--- config.mk ---
export PLATFORM = sky130hd
export DESIGN_NAME = io_mmio
export DESIGN_NICKNAME = d
export VERILOG_FILES = /design/src/rtl/io_mmio_pkg.sv /design/src/rtl/io_mmio_key_debounce.sv /design/src/rtl/io_mmio.sv
export SDC_FILE = /design/constraint.sdc
export NUM_CORES = 1
export LEC_CHECK = 0
export ABC_AREA = 1
export BUFFER_PORTS_ARGS = -buffer_cell sky130_fd_sc_hd__buf_4
export CAP_MARGIN = 30
export CORE_ASPECT_RATIO = 1.4
export CORE_UTILIZATION = 55
export DETAILED_ROUTE_END_ITERATION = 10
export PLACE_DENSITY_LB_ADDON = 0.25
export SLEW_MARGIN = 15
export SYNTH_ARGS = -nofsm -noshare
export SYNTH_HDL_FRONTEND = slang
export SYNTH_SLANG_ARGS = --single-unit
--- constraint.sdc ---
create_clock -name CLK -period 4.6 [get_ports CLK]
set_input_delay 0 -clock CLK [delete_from_list [all_inputs] [get_ports CLK]]
set_output_delay 0 -clock CLK [all_outputs]
set_load 0.03 [all_outputs]
--- src/rtl/io_mmio_pkg.sv ---
// io_mmio_pkg: register offsets, TCTRL bit positions and the seven-segment
// glyph table shared by the io_mmio controller.
package io_mmio_pkg;

  // Word offsets inside the 32-byte window (io_addr[4:2])
  localparam logic [2:0] OFF_HEX      = 3'd0;
  localparam logic [2:0] OFF_BLANK    = 3'd1;
  localparam logic [2:0] OFF_LED      = 3'd2;
  localparam logic [2:0] OFF_KEY      = 3'd3;
  localparam logic [2:0] OFF_KEY_EDGE = 3'd4;
  localparam logic [2:0] OFF_TCOUNT   = 3'd5;
  localparam logic [2:0] OFF_TCMP     = 3'd6;
  localparam logic [2:0] OFF_TCTRL    = 3'd7;

  // TCTRL bit positions
  localparam int TCTRL_EN    = 0;
  localparam int TCTRL_AUTO  = 1;
  localparam int TCTRL_IEN   = 2;
  localparam int TCTRL_MATCH = 3;

  // Active-low segments {g,f,e,d,c,b,a} for hex values 0..F
  localparam logic [6:0] SEG_TABLE [16] = '{
    7'b1000000, 7'b1111001, 7'b0100100, 7'b0110000,
    7'b0011001, 7'b0010010, 7'b0000010, 7'b1111000,
    7'b0000000, 7'b0010000, 7'b0001000, 7'b0000011,
    7'b1000110, 7'b0100001, 7'b0000110, 7'b0001110
  };

  // Glyph for one digit; a blanked digit turns every segment off
  function automatic logic [6:0] seg_decode(input logic [3:0] value, input logic blank);
    logic [6:0] seg;
    if (blank) begin
      seg = 7'b1111111;
    end else begin
      seg = SEG_TABLE[value];
    end
    return seg;
  endfunction

endpackage

--- src/rtl/io_mmio_key_debounce.sv ---
// key_debounce: two-flop synchroniser plus stability counter for one
// active-low push-button. 'state' is 1 while the key is accepted as pressed;
// 'rise' is high in the cycle whose clock edge sets 'state' to 1.
module key_debounce #(
  parameter int DEBOUNCE_CYCLES = 50000
) (
  input  logic clk,
  input  logic rst,
  input  logic key_n,
  output logic state,
  output logic rise
);

  localparam int CNT_W = $clog2(DEBOUNCE_CYCLES + 1);
  // The toggle happens on the DEBOUNCE_CYCLES-th consecutive differing sample
  localparam logic [CNT_W-1:0] CNT_LAST = CNT_W'(DEBOUNCE_CYCLES - 1);

  logic             sync1;
  logic             sync2;
  logic [CNT_W-1:0] cnt;
  logic [CNT_W-1:0] cnt_next;
  logic             state_next;

  // Synchronise the raw button; reset value means "released"
  always_ff @(posedge clk) begin
    if (rst) begin
      sync1 <= 1'b0;
      sync2 <= 1'b0;
    end else begin
      sync1 <= ~key_n;
      sync2 <= sync1;
    end
  end

  // Count consecutive samples that disagree with the debounced state
  always_comb begin
    cnt_next   = cnt;
    state_next = state;
    rise       = 1'b0;
    if (sync2 == state) begin
      cnt_next = '0;
    end else if (cnt == CNT_LAST) begin
      state_next = ~state;
      cnt_next   = '0;
      rise       = sync2;
    end else begin
      cnt_next = cnt + CNT_W'(1);
    end
  end

  // Debounce counter and accepted key state
  always_ff @(posedge clk) begin
    if (rst) begin
      cnt   <= '0;
      state <= 1'b0;
    end else begin
      cnt   <= cnt_next;
      state <= state_next;
    end
  end

endmodule

--- src/rtl/io_mmio.sv ---
// io_mmio: memory-mapped hex display / LED / push-button controller with a
// registered read port. The compare timer (TCOUNT/TCMP/TCTRL and its irq
// term) is built only when IO_MMIO_TIMER_EN is defined; otherwise those
// offsets read 0 and ignore writes.
module io_mmio
  import io_mmio_pkg::*;
#(
  parameter logic [31:0] BASE_ADDR       = 32'h0000_0100,
  parameter int          HEX_DIGITS      = 4,
  parameter int          LEDR_W          = 18,
  parameter int          LEDG_W          = 8,
  parameter int          KEY_W           = 4,
  parameter int          DEBOUNCE_CYCLES = 50000
) (
  input  logic                       CLK,
  input  logic                       RST,
  input  logic [31:0]                io_addr,
  input  logic [31:0]                io_data_in,
  input  logic                       io_w_en,
  input  logic                       io_r_en,
  output logic                       io_hit,
  output logic [31:0]                io_data_out,
  input  logic [KEY_W-1:0]           key_n,
  output logic [7*HEX_DIGITS-1:0]    seven_seg_out,
  output logic [LEDR_W+LEDG_W-1:0]   led_out,
  output logic                       irq
);

  localparam int HEX_W = 4 * HEX_DIGITS;
  localparam int LED_W = LEDR_W + LEDG_W;
  localparam int SEG_W = 7 * HEX_DIGITS;

  logic [2:0]       off;
  logic             wr_en;
  logic             rd_en;
  logic [HEX_W-1:0] hex_val;
  logic [HEX_DIGITS-1:0] blank;
  logic [LED_W-1:0] led;
  logic [KEY_W-1:0] key_state;
  logic [KEY_W-1:0] key_rise;
  logic [KEY_W-1:0] key_edge;
  logic [KEY_W-1:0] key_mask;
  logic [KEY_W-1:0] edge_next;
  logic [KEY_W-1:0] mask_next;
  logic             timer_irq_next;
  logic             irq_next;
  logic [31:0]      rd_data;
  logic [SEG_W-1:0] seg_next;
  logic             unused_bits;

  // Byte lane and sub-word address bits carry no meaning for word accesses
  assign unused_bits = ^{io_addr[1:0], io_data_in};

  assign io_hit = (io_addr[31:5] == BASE_ADDR[31:5]);
  assign off    = io_addr[4:2];
  assign wr_en  = io_w_en && io_hit;
  assign rd_en  = io_r_en && io_hit;

  for (genvar k = 0; k < KEY_W; k++) begin : g_key
    key_debounce #(
      .DEBOUNCE_CYCLES(DEBOUNCE_CYCLES)
    ) u_debounce (
      .clk  (CLK),
      .rst  (RST),
      .key_n(key_n[k]),
      .state(key_state[k]),
      .rise (key_rise[k])
    );
  end

`ifdef IO_MMIO_TIMER_EN
  logic [31:0] tcount;
  logic [31:0] tcmp;
  logic        ten;
  logic        tauto;
  logic        tien;
  logic        tmatch;
  logic [31:0] tcount_next;
  logic        tmatch_next;
  logic        tien_next;
  logic        match_now;

  // Timer next state: software TCOUNT write beats increment/reload, a match beats W1C
  always_comb begin
    match_now   = ten && (tcount == tcmp);
    tcount_next = tcount;
    tmatch_next = tmatch;
    tien_next   = tien;
    if (wr_en && (off == OFF_TCOUNT)) begin
      tcount_next = io_data_in;
    end else if (ten) begin
      if (match_now && tauto) begin
        tcount_next = 32'h0000_0000;
      end else begin
        tcount_next = tcount + 32'h0000_0001;
      end
    end else begin
      tcount_next = tcount;
    end
    if (wr_en && (off == OFF_TCTRL)) begin
      tien_next = io_data_in[TCTRL_IEN];
    end else begin
      tien_next = tien;
    end
    if (match_now) begin
      tmatch_next = 1'b1;
    end else if (wr_en && (off == OFF_TCTRL) && io_data_in[TCTRL_MATCH]) begin
      tmatch_next = 1'b0;
    end else begin
      tmatch_next = tmatch;
    end
    timer_irq_next = tmatch_next && tien_next;
  end

  // Timer registers
  always_ff @(posedge CLK) begin
    if (RST) begin
      tcount <= 32'h0000_0000;
      tcmp   <= 32'hFFFF_FFFF;
      ten    <= 1'b0;
      tauto  <= 1'b0;
      tien   <= 1'b0;
      tmatch <= 1'b0;
    end else begin
      tcount <= tcount_next;
      tmatch <= tmatch_next;
      tien   <= tien_next;
      if (wr_en && (off == OFF_TCMP)) begin
        tcmp <= io_data_in;
      end
      if (wr_en && (off == OFF_TCTRL)) begin
        ten   <= io_data_in[TCTRL_EN];
        tauto <= io_data_in[TCTRL_AUTO];
      end
    end
  end
`else
  // Without the timer its interrupt term is tied off
  always_comb begin
    timer_irq_next = 1'b0;
  end
`endif

  // Edge flags and mask next state; a new press beats a W1C in the same cycle
  always_comb begin
    edge_next = key_edge;
    mask_next = key_mask;
    if (wr_en && (off == OFF_KEY_EDGE)) begin
      edge_next = key_edge & ~io_data_in[KEY_W-1:0];
      mask_next = io_data_in[8 +: KEY_W];
    end else begin
      edge_next = key_edge;
      mask_next = key_mask;
    end
    edge_next = edge_next | key_rise;
    irq_next  = (|(edge_next & mask_next)) | timer_irq_next;
  end

  // Read mux; unused bits and unmapped offsets return 0
  always_comb begin
    rd_data = 32'h0000_0000;
    case (off)
      OFF_HEX:      rd_data[HEX_W-1:0] = hex_val;
      OFF_BLANK:    rd_data[HEX_DIGITS-1:0] = blank;
      OFF_LED:      rd_data[LED_W-1:0] = led;
      OFF_KEY:      rd_data[KEY_W-1:0] = key_state;
      OFF_KEY_EDGE: begin
        rd_data[KEY_W-1:0]  = key_edge;
        rd_data[8 +: KEY_W] = key_mask;
      end
`ifdef IO_MMIO_TIMER_EN
      OFF_TCOUNT:   rd_data = tcount;
      OFF_TCMP:     rd_data = tcmp;
      OFF_TCTRL:    rd_data[3:0] = {tmatch, tien, tauto, ten};
`endif
      default:      rd_data = 32'h0000_0000;
    endcase
  end

  // Per-digit segment decode from the committed HEX/BLANK registers
  always_comb begin
    seg_next = '1;
    for (int i = 0; i < HEX_DIGITS; i++) begin
      seg_next[7*i +: 7] = seg_decode(hex_val[4*i +: 4], blank[i]);
    end
  end

  // Software-visible registers, key flags, registered outputs and read data
  always_ff @(posedge CLK) begin
    if (RST) begin
      hex_val       <= '0;
      blank         <= '1;
      led           <= '0;
      key_edge      <= '0;
      key_mask      <= '0;
      irq           <= 1'b0;
      seven_seg_out <= '1;
      led_out       <= '0;
      io_data_out   <= 32'h0000_0000;
    end else begin
      if (wr_en && (off == OFF_HEX)) begin
        hex_val <= io_data_in[HEX_W-1:0];
      end
      if (wr_en && (off == OFF_BLANK)) begin
        blank <= io_data_in[HEX_DIGITS-1:0];
      end
      if (wr_en && (off == OFF_LED)) begin
        led <= io_data_in[LED_W-1:0];
      end
      key_edge      <= edge_next;
      key_mask      <= mask_next;
      irq           <= irq_next;
      seven_seg_out <= seg_next;
      led_out       <= led;
      if (rd_en) begin
        io_data_out <= rd_data;
      end else if (io_r_en) begin
        io_data_out <= 32'h0000_0000;
      end
    end
  end

endmodule

==> out/qor.yml, run 1 <==
clock_network:
  ctsResizeCount: 0
  cts_setup_buffers: 0
  cts_tree: "done"
  cts_root_buf: "clkbuf_16"
  clock_latency_ps: 500
  cts.path.max_buffers: 3
  clkSlewWorstSetupHoldPaths_ps: 60
  cts_sinks: 211
  htreeDepth: 1
  cts_inserted_buffers: 20
sta:
  fin_setup_tns_ps: 0
  worstMarginPinSlew_ps: 859
  skew_ps: 12.3
  final-hold-violation-count: 0
  final-max-slew-violation-count: 0
  rsz0062_at_grt: "no"
  finalSetupViolCount: 0
  slew_headroom_pct: 42.5
  period_needed_ps: 2390
  timing.final.crit_share_pct: 52.1
  fmax_mhz: 418
  layout_setup_ws_ps: 2210
cells_and_area:
  mostFrequentLayoutCells: "211 x dfxtp_1, 174 x nor2_1, 156 x nand2_1"
  multiInputGateArea_mm2: 0.00406
  final_cells: 1470
  nFillCells: 1307
  regArea_mm2: 0.00422
  final_common_cell: "dfxtp_1"
  design_area_mm2: 0.0111
  n_antenna_cell: 0
  synthToLayoutAreaGrowth_pct: 23.6
  final_layout_size_suffix_gt1_share_pct: 19.5
  nNetsFinal: 1361
yosys:
  synth-main-ff-cell: "dfxtp_1"
  synthSimpleGateAreaFrac_pct: 22.4
  ys_async_sr_fraction_pct: 0
  yosysWarnings: 0
  synth_xor_area_share_pct: 1.75
  synth_cells: 1093
  avgSynthCellArea_um2: 8.25
  synth_top_family_by_area: "simple AND/OR/NAND/NOR gates"
  synth_cell_type_count: 49
  yosysSeqAreaShare_pct: 46.9
  synth_compound_area_share_pct: 16.7
  ys_seq_elements: 211
  synthMuxAreaShare_pct: 0
  synth_top_area_share_pct: 46.9
  synth-edff-count: 0
  synth_top_area_cell: "dfxtp_1"
  synthesis.area_mm2: 0.00901
  synth_area_leaders: "dfxtp_1 47%, nor2_1 7.2%, nand2_1 6.5%"
  yosys.area_share.adder_pct: 3.89
floorplanning:
  row_count: 55
  die_area_mm2: 0.0169
  io_pins: 160
  start_util_pct: 56.0
  core_mm2: 0.0161
  fp.dieW_um: 110
  fp.dieH_um: 153
global_route:
  grt_pass1_wl_mm: 33.2
  grt_max_degree: 66
  grtUsageTotal_pct: 24.3
  grt_pass1_vias: 7389
  antenna_found_initial: 0
  grt_overflow: 0
route:
  drtIter0Drc: 392
  wl_per_cell_um: 13.8
  wirelength_mm: 20.3
  dr.pass1.iters: 5
  postRouteAntennaNets: 0
  vias_per_cell: 5.27
  num_vias: 7744
  drc: 0
setup_path:
  worstPathRequired_ps: 4980
  crit_buf_inv: 4
  crit_path_max_fanout: 46
  critPathArrivalTime_ps: 2780
  crit_path_top_delay_cell: "clkinv_1"
  path_cells: "dlygate4sd3_1, buf_4, clkinv_1, nand3_1, inv_1, o21ai_0, a21oi_1"
  critPathLaunchType: "primary input"
  crit_path_end_kind: "flop"
  critPathKind: "primary input to flop"
  cp_top_family: "buffers and inverters"
  slowest_delay_ps: 690
job:
  maxCapViolations: 0
power_and_ir_drop:
  p_leak_nw: 4.31
  vdd_drop_max_v: 0.000260
  power_density_mw_per_mm2: 320
placed_design:
  gp_congestion: 0.899
  hpwlAfterDp_mm: 14.1
  io_buffers: 145
  place_area_mm2: 0.0102
  pre_cts_slack_ps: 2280
  dp.cells: 1402
run_status:
  status: "completed"
worst_hold_path:
  hold_class: "primary input to flop"
[power breakdown]
part           internal (mW)  total (mW)  switching, mW
clock                  0.920        1.59          0.674
sequential              1.83        1.83        0.00260
combinational         0.0608       0.134         0.0731
[cell usage after synthesis (all sizes together) (8+ instances only)]
cell	count
a211oi	46
a21oi	59
a31oi	8
a32o	10
buf	25
clkbuf	17
dfxtp	211
ha	28
inv	135
nand2	161
nand3	48
nand4	17
nor2	180
nor3	32
nor3b	9
o211ai	13
o21ai	29
o221ai	8
o22ai	9
xor2	14
[final timing paths]
check	start	end	slack (ps)	cells after the start
worst min register to register	g_key[0].u_debounce.sync1$_SDFF_PP0_	g_key[0].u_debounce.sync2$_SDFF_PP0_	400	2
worst min-delay path	io_addr[29]	key_edge[1]$_SDFF_PP0_	30	6
worst max register to register	g_key[1].u_debounce.cnt[0]$_SDFF_PP0_	g_key[1].u_debounce.cnt[11]$_SDFF_PP0_	2420	10
worst max-delay path	RST	g_key[1].u_debounce.cnt[11]$_SDFF_PP0_	2210	7
[stage by stage]
step / hold slack, ps / util, % / total power, mW
floorplan: 66.7 / - / 1.93
global placement: 154 / 63.1 / 1.98
detailed placement: 155 / 63.1 / 1.99
CTS: 15.1 / 69.2 / 3.59
global route: 51.6 / 69.2 / 3.67
finish: 25.0 / 69.2 / 3.56
[flip-flops by register name, summed over array words and instances, names as in the netlist]
register and count:
led 26, g_key.u_debounce.cnt 64, g_key.u_debounce.sync1 4, led_out 26, key_mask 4, irq 1, hex_val 16, g_key.u_debounce.state 4
key_edge 4, g_key.u_debounce.sync2 4, seven_seg_out 28, blank 4, io_data_out 26
[metal layers]
layer  up-vias  wire [um]  GRT usage [%]  share of wire [%]
met4         0        731           11.5                3.6
li1       3943          -              -                  -
met3        51        926           3.71                4.6
met5         -          0              0                  0
met1      3542       8040           26.7                 40
met2       208      10600           44.6                 52
[worst register-to-register path: stages (launching register included)]
cell and delay (ps):
dfxtp_1 350, ha_1 180, nand2_1 70, nor2_1 190, nand2_1 130, nor3_1 180
nand4_1 160, nand3_1 380, inv_1 230, o21ai_0 140, a21oi_1 60
[logic make-up after synthesis]
group,Yosys count
DFF,211
other,1
buffers and inverters,182
and+or+nand+nor,456
AOI/OAI and AO/OA,197
xor gates and xnor gates,18
adders and majority gates,28
[repair_timing]
action | CTS | global route
endpoints found under the hold margin | 66 | 0
endpoints found under the setup margin | 0 | 0
hold buffers | 36 | 0
[area by class of cell]
class | count | share of cell area [%]
Sequential cell | 211 | 37.9
Clock buffer | 29 | 5.15
Clock inverter | 3 | 0.460
Tap cell | 199 | 2.23
Multi-Input combinational cell | 705 | 36.4
Timing Repair Buffer | 183 | 13.1
Inverter | 140 | 4.72
(Power assumes the default switching activity.)
==> run 2, diff against run 1 <==
--- a/config.mk
+++ b/config.mk
@@ -5,11 +5,11 @@
 export SDC_FILE = /design/constraint.sdc
 export NUM_CORES = 1
 export LEC_CHECK = 0
-export ABC_AREA = 1
+export ABC_AREA = 0
 export BUFFER_PORTS_ARGS = -buffer_cell sky130_fd_sc_hd__buf_4
 export CAP_MARGIN = 30
 export CORE_ASPECT_RATIO = 1.4
-export CORE_UTILIZATION = 55
+export CORE_UTILIZATION = 50
 export DETAILED_ROUTE_END_ITERATION = 10
 export PLACE_DENSITY_LB_ADDON = 0.25
 export SLEW_MARGIN = 15
==> constraint.sdc (replaced) <==
create_clock -name CLK -period 2 [get_ports CLK]
set_input_delay 0 -clock CLK [delete_from_list [all_inputs] [get_ports CLK]]
set_output_delay 0 -clock CLK [all_outputs]
set_load 0.03 [all_outputs]
==> out/qor.yml, run 2 <==
clock_network:
  htreeDepth: 1
  cts_sinks: 211
  cts_root_buf: "clkbuf_16"
  clkSlewWorstSetupHoldPaths_ps: 60
  cts_tree: "done"
  clock_latency_ps: 490
  cts_setup_buffers: 0
  cts_inserted_buffers: 20
  cts.path.max_buffers: 3
sta:
  slew_headroom_pct: 54.4
  timing.final.crit_share_pct: 96.5
  final-max-slew-violation-count: 0
  worstMarginPinSlew_ps: 681
  layout_setup_ws_ps: 69.9
  finalSetupViolCount: 0
  skew_ps: 9.40
  final-hold-violation-count: 0
  period_needed_ps: 1930
  fmax_mhz: 518
cells_and_area:
  multiInputGateArea_mm2: 0.00431
  largest_reg_flops: 64
  final_common_cell: "dfxtp_1"
  regMostFlops: "g_key.u_debounce.cnt"
  final_layout_size_suffix_gt1_share_pct: 20.6
  nFillCells: 1422
  reg_top3: "g_key.u_debounce.cnt (64), seven_seg_out (28)"
  regArea_mm2: 0.00422
  nNetsFinal: 1238
  synthToLayoutAreaGrowth_pct: 29.0
  design_area_mm2: 0.0115
  n_antenna_cell: 0
  mostFrequentLayoutCells: "211 x dfxtp_1, 183 x buf_4, 152 x nor2_1"
route:
  drtIter0Drc: 350
  drc: 0
  vias_per_cell: 5.22
  wirelength_mm: 20.2
  wl_per_cell_um: 14.6
  num_vias: 7231
  dr.pass1.iters: 4
  postRouteAntennaNets: 0
yosys:
  yosysSeqAreaShare_pct: 47.5
  synth_top_area_cell: "dfxtp_1"
  yosysWarnings: 0
  synth-main-ff-cell: "dfxtp_1"
  ys_seq_elements: 211
  synthesis.area_mm2: 0.00888
  ys_async_sr_fraction_pct: 0
  synth_commonest_cells: "211 x dfxtp_1, 152 x nor2_1, 53 x mux2i_1, 41 x nand3_1, 39 x nand2_1"
  synth_top_area_share_pct: 47.5
  synth_area_leaders: "dfxtp_1 48%, nor2_1 6.4%, mux2i_1 6.0%"
  synth_cell_type_count: 64
  synth_cells: 937
  avgSynthCellArea_um2: 9.48
  synth_most_common_cell: "dfxtp_1"
  synth-edff-count: 0
setup_path:
  crit_path_end_kind: "flop"
  critPathLaunchType: "flop"
  critPathArrivalTime_ps: 2350
  worstPathRequired_ps: 2420
  reg2reg_slack_ps: 70
  critPathKind: "flop to flop"
  crit_path_max_fanout: 4
floorplanning:
  row_count: 57
  io_pins: 160
  core_mm2: 0.0174
  start_util_pct: 51.0
  die_area_mm2: 0.0183
  fp.dieW_um: 115
  fp.dieH_um: 160
power_and_ir_drop:
  total_power_mw: 8.34
  p_leak_nw: 4.47
  power_density_mw_per_mm2: 728
  vdd_drop_max_v: 0.000690
placed_design:
  gp_congestion: 0.836
  place_area_mm2: 0.0104
  pre_cts_slack_ps: 13.8
  io_buffers: 145
  hpwlAfterDp_mm: 14.4
run_status:
  status: "completed"
global_route:
  grtUsageTotal_pct: 22.3
  antenna_found_initial: 0
  grt_pass1_vias: 7201
  grt_overflow: 0
  grt_pass1_wl_mm: 33.3
  grt_max_degree: 36
job:
  maxCapViolations: 0
worst_hold_path:
  hold_class: "primary input to flop"
## run 2: changes by cell type in the layout (fill, tap and decap cells not counted), moves of 37 or more
cell,change
mux2i_1,+53
nor2b_1,+37
inv_1,-94
nand2_1,-117
a21oi_1,-40
a211oi_2,-42
## run 2: logic make-up after synthesis
logic type | share of synthesized area, %
adder cells (fa/ha/maj) | 3.94
AND/OR/NAND/NOR | 21.6
AO/OA/AOI/OAI | 10.0
flip-flops | 47.5
XOR/XNOR | 5.62
multiplexers | 6.86
buffers and inverters | 4.31
other | 0.0422
## run 2: per-stage QoR
step | setup TNS [ps] | hold WS [ps] | instances | utilization [%]
after CTS | 0 | 62.2 | 1386 | 65.7
after global routing | -16.9 | 94.3 | 1386 | 65.8
after floorplan | 0 | 66.7 | 942 | -
final | 0 | 89.6 | 1386 | 65.8
after global placement | 0 | 158 | 1315 | 59.8
after detailed placement | 0 | 159 | 1315 | 59.8
## run 2: layout make-up
class	instances	area share [%]
flip-flops and latches	211	36.9
clock inverters	3	0.349
inverters	36	1.18
repair buffers	224	15.9
clock buffers	31	5.44
multi-input cells	645	37.7
well taps	236	2.58
## run 2: what timing repair did
| action | 4_1_cts | 5_1_grt |
|---|---|---|
| setup endpoints to repair | 0 | 1 |
| hold buffers | 37 | 0 |
| gates resized for setup | 0 | 3 |
| hold endpoints to repair | 83 | 0 |
## run 2: power by group
part / switching (mW) / total [mW] / internal [mW]
Clock: 1.53 / 3.79 / 2.26
Combinational: 0.160 / 0.330 / 0.170
Sequential: 0.00608 / 4.22 / 4.21
## run 2: critical path, cell delays in order (launching register included)
cell,delay [ps]
dfxtp_1,340
or4b_4,560
nor4_4,300
and3b_1,220
a2bb2o_1,320
a41oi_2,120
## run 2: worst paths after layout
path	from	end	depth (start not counted)
setup / recovery	g_key[2].u_debounce.cnt[5]$_SDFF_PP0_	irq$_SDFF_PP0_	5
hold / removal	io_addr[4]	io_data_out[2]$_SDFFE_PP0P_	4
setup reg to reg	g_key[2].u_debounce.cnt[5]$_SDFF_PP0_	irq$_SDFF_PP0_	5
hold reg to reg	g_key[0].u_debounce.sync1$_SDFF_PP0_	g_key[0].u_debounce.sync2$_SDFF_PP0_	1
## run 2: per-layer routing
layer / global-route usage (%) / vias to the layer above / share of wire, %
li1: - / 3626 / -
met1: 26.0 / 3385 / 42
met2: 41.1 / 179 / 51
met3: 2.85 / 41 / 4.3
met4: 8.03 / 0 / 2.9
met5: 0 / - / 0
==> run 3, diff against run 2 <==
--- a/config.mk
+++ b/config.mk
@@ -8,9 +8,9 @@
 export ABC_AREA = 0
 export BUFFER_PORTS_ARGS = -buffer_cell sky130_fd_sc_hd__buf_4
 export CAP_MARGIN = 30
-export CORE_ASPECT_RATIO = 1.4
 export CORE_UTILIZATION = 50
 export DETAILED_ROUTE_END_ITERATION = 10
+export GPL_TIMING_DRIVEN = 0
 export PLACE_DENSITY_LB_ADDON = 0.25
 export SLEW_MARGIN = 15
 export SYNTH_ARGS = -nofsm -noshare
==> out/qor.yml, run 3 (same netlist as run 2, synthesis figures left out) <==
cells_and_area:
  final_util_pct: 66.0
  mostFrequentLayoutCells: "205 x dfxtp_1, 156 x buf_4, 151 x nor2_1"
  final_layout_size_suffix_gt1_share_pct: 20.3
  regMostFlops: "g_key.u_debounce.cnt"
  final_common_cell: "dfxtp_1"
  nFillCells: 1437
  reg_top3: "g_key.u_debounce.cnt (64), seven_seg_out (28)"
  synthToLayoutAreaGrowth_pct: 28.6
  nNetsFinal: 1241
  largest_reg_flops: 64
  n_antenna_cell: 0
  final_cells: 1380
power_and_ir_drop:
  vdd_drop_max_v: 0.000615
  clock_power_share_pct: 47.7
  internal_power_mw: 6.90
  swShare_pct: 21.0
  switchingPower_mw: 1.83
  power_density_mw_per_mm2: 764
  pwr-share-comb_pct: 3.9
  p_leak_nw: 4.39
  total_power_mw: 8.73
  power_frac_seq_pct: 48.3
clock_network:
  cts_sinks: 211
  cts_inserted_buffers: 23
  cts.path.max_buffers: 3
  clkSlewWorstSetupHoldPaths_ps: 60
  cts_tree: "done"
  cts_root_buf: "clkbuf_16"
  htreeDepth: 1
  clock_latency_ps: 510
route:
  vias_per_cell: 5.34
  postRouteAntennaNets: 0
  wirelength_mm: 21.8
  drc: 0
  wl_per_cell_um: 15.8
  num_vias: 7368
  drtIter0Drc: 409
  dr.pass1.iters: 5
floorplanning:
  fp.dieH_um: 135
  start_util_pct: 51.4
  row_count: 48
  die_area_mm2: 0.0183
  fp.dieW_um: 135
  io_pins: 160
  core_mm2: 0.0173
run_status:
  status: "completed"
sta:
  worstMarginPinSlew_ps: 843
  fin_setup_tns_ps: 0
  slew_headroom_pct: 43.3
  final-max-slew-violation-count: 0
  whs_ps: 41.9
  fmax_mhz: 510
  final-hold-violation-count: 0
  rsz0062_at_grt: "yes"
  finalSetupViolCount: 0
  skew_ps: 13.9
  timing.final.crit_share_pct: 98.1
  period_needed_ps: 1960
worst_hold_path:
  hold_class: "primary input to flop"
  hold_end: "io_data_out[13]$_SDFFE_PP0P_"
  holdPathStages: 4
  worstHoldStart: "io_addr[4]"
setup_path:
  critPathLaunchType: "flop"
  reg2reg_slack_ps: 40
  crit_path_end_kind: "flop"
  critPathKind: "flop to flop"
  rr_endpoint: "irq$_SDFF_PP0_"
  rr_startpoint: "g_key[2].u_debounce.cnt[5]$_SDFF_PP0_"
  reg2reg_depth: 5
  critPathArrivalTime_ps: 2370
  worstPathRequired_ps: 2410
  crit_path_max_fanout: 4
placed_design:
  dp.cells: 1311
  hpwlAfterDp_mm: 15.3
  io_buffers: 144
  gp_congestion: 0.867
global_route:
  antenna_found_initial: 0
  grt_max_degree: 13
  grt_pass1_wl_mm: 34.3
  grt_overflow: 0
  grt_pass1_vias: 6994
  grtUsageTotal_pct: 23.4
job:
  maxCapViolations: 0
-- run 3: layer usage --
layer | share of wire (%) | GRT usage (%)
met5 | 0 | 0
met2 | 48 | 39.2
met1 | 44 | 31.3
met3 | 5.8 | 3.44
met4 | 2.2 | 6.80
-- run 3: power groups by stage --
stage / Sequential [mW] / Combinational, mW / Clock, mW
after floorplan: 4.31 / 0.127 / 0
after CTS: 4.22 / 0.337 / 4.21
final: 4.22 / 0.343 / 4.17
after global routing: 4.22 / 0.365 / 4.39
after detailed placement: 4.31 / 0.284 / 0
after global placement: 4.31 / 0.281 / 0
-- run 3: worst max-delay path, stage by stage (launching register included) --
cell      delay (ps)
dfxtp_2          340
or4b_4           540
nor4_4           280
and3b_1          230
a2bb2o_2         290
a41oi_2          190
-- run 3: how the worst max path moves through the flow --
stage                                          startpoint                                     end  cells past startpoint
finish              g_key[2].u_debounce.cnt[5]$_SDFF_PP0_                          irq$_SDFF_PP0_                      5
global route        g_key[3].u_debounce.cnt[1]$_SDFF_PP0_                          irq$_SDFF_PP0_                      6
detailed placement  g_key[1].u_debounce.cnt[0]$_SDFF_PP0_                          irq$_SDFF_PP0_                      7
floorplan           g_key[2].u_debounce.cnt[5]$_SDFF_PP0_  g_key[2].u_debounce.cnt[11]$_SDFF_PP0_                      6
global placement    g_key[1].u_debounce.cnt[0]$_SDFF_PP0_                          irq$_SDFF_PP0_                      7
CTS                                           io_addr[17]                          irq$_SDFF_PP0_                      7
-- run 3: repair_timing --
| item | in CTS | in global routing |
|---|---|---|
| pin swaps | 3 | 7 |
| hold endpoints to repair | 61 | 0 |
| resized for setup | 9 | 20 |
| endpoints found under the setup margin | 31 | 50 |
| setup buffers | 1 | 2 |
| hold buffers | 32 | 0 |
-- run 3: through the flow --
step | setup slack, ps | instance area (um^2)
final | 38.2 | 11400
after detailed placement | -271 | 10300
after global placement | -268 | 10300
after CTS | 6.99 | 11400
after global routing | -2.70 | 11400
after floorplan | 102 | 8900
-- run 3: layout make-up --
class | count | area (um^2) | share of cell area (%)
Clock inverter | 5 | 78.8 | 0.690
Clock buffer | 34 | 657 | 5.75
Tap cell | 225 | 282 | 2.46
Buffer | 45 | 241 | 2.11
Sequential cell | 211 | 4230 | 37.1
Inverter | 36 | 135 | 1.18
Multi-Input combinational cell | 645 | 4370 | 38.3
Timing Repair Buffer | 179 | 1420 | 12.5
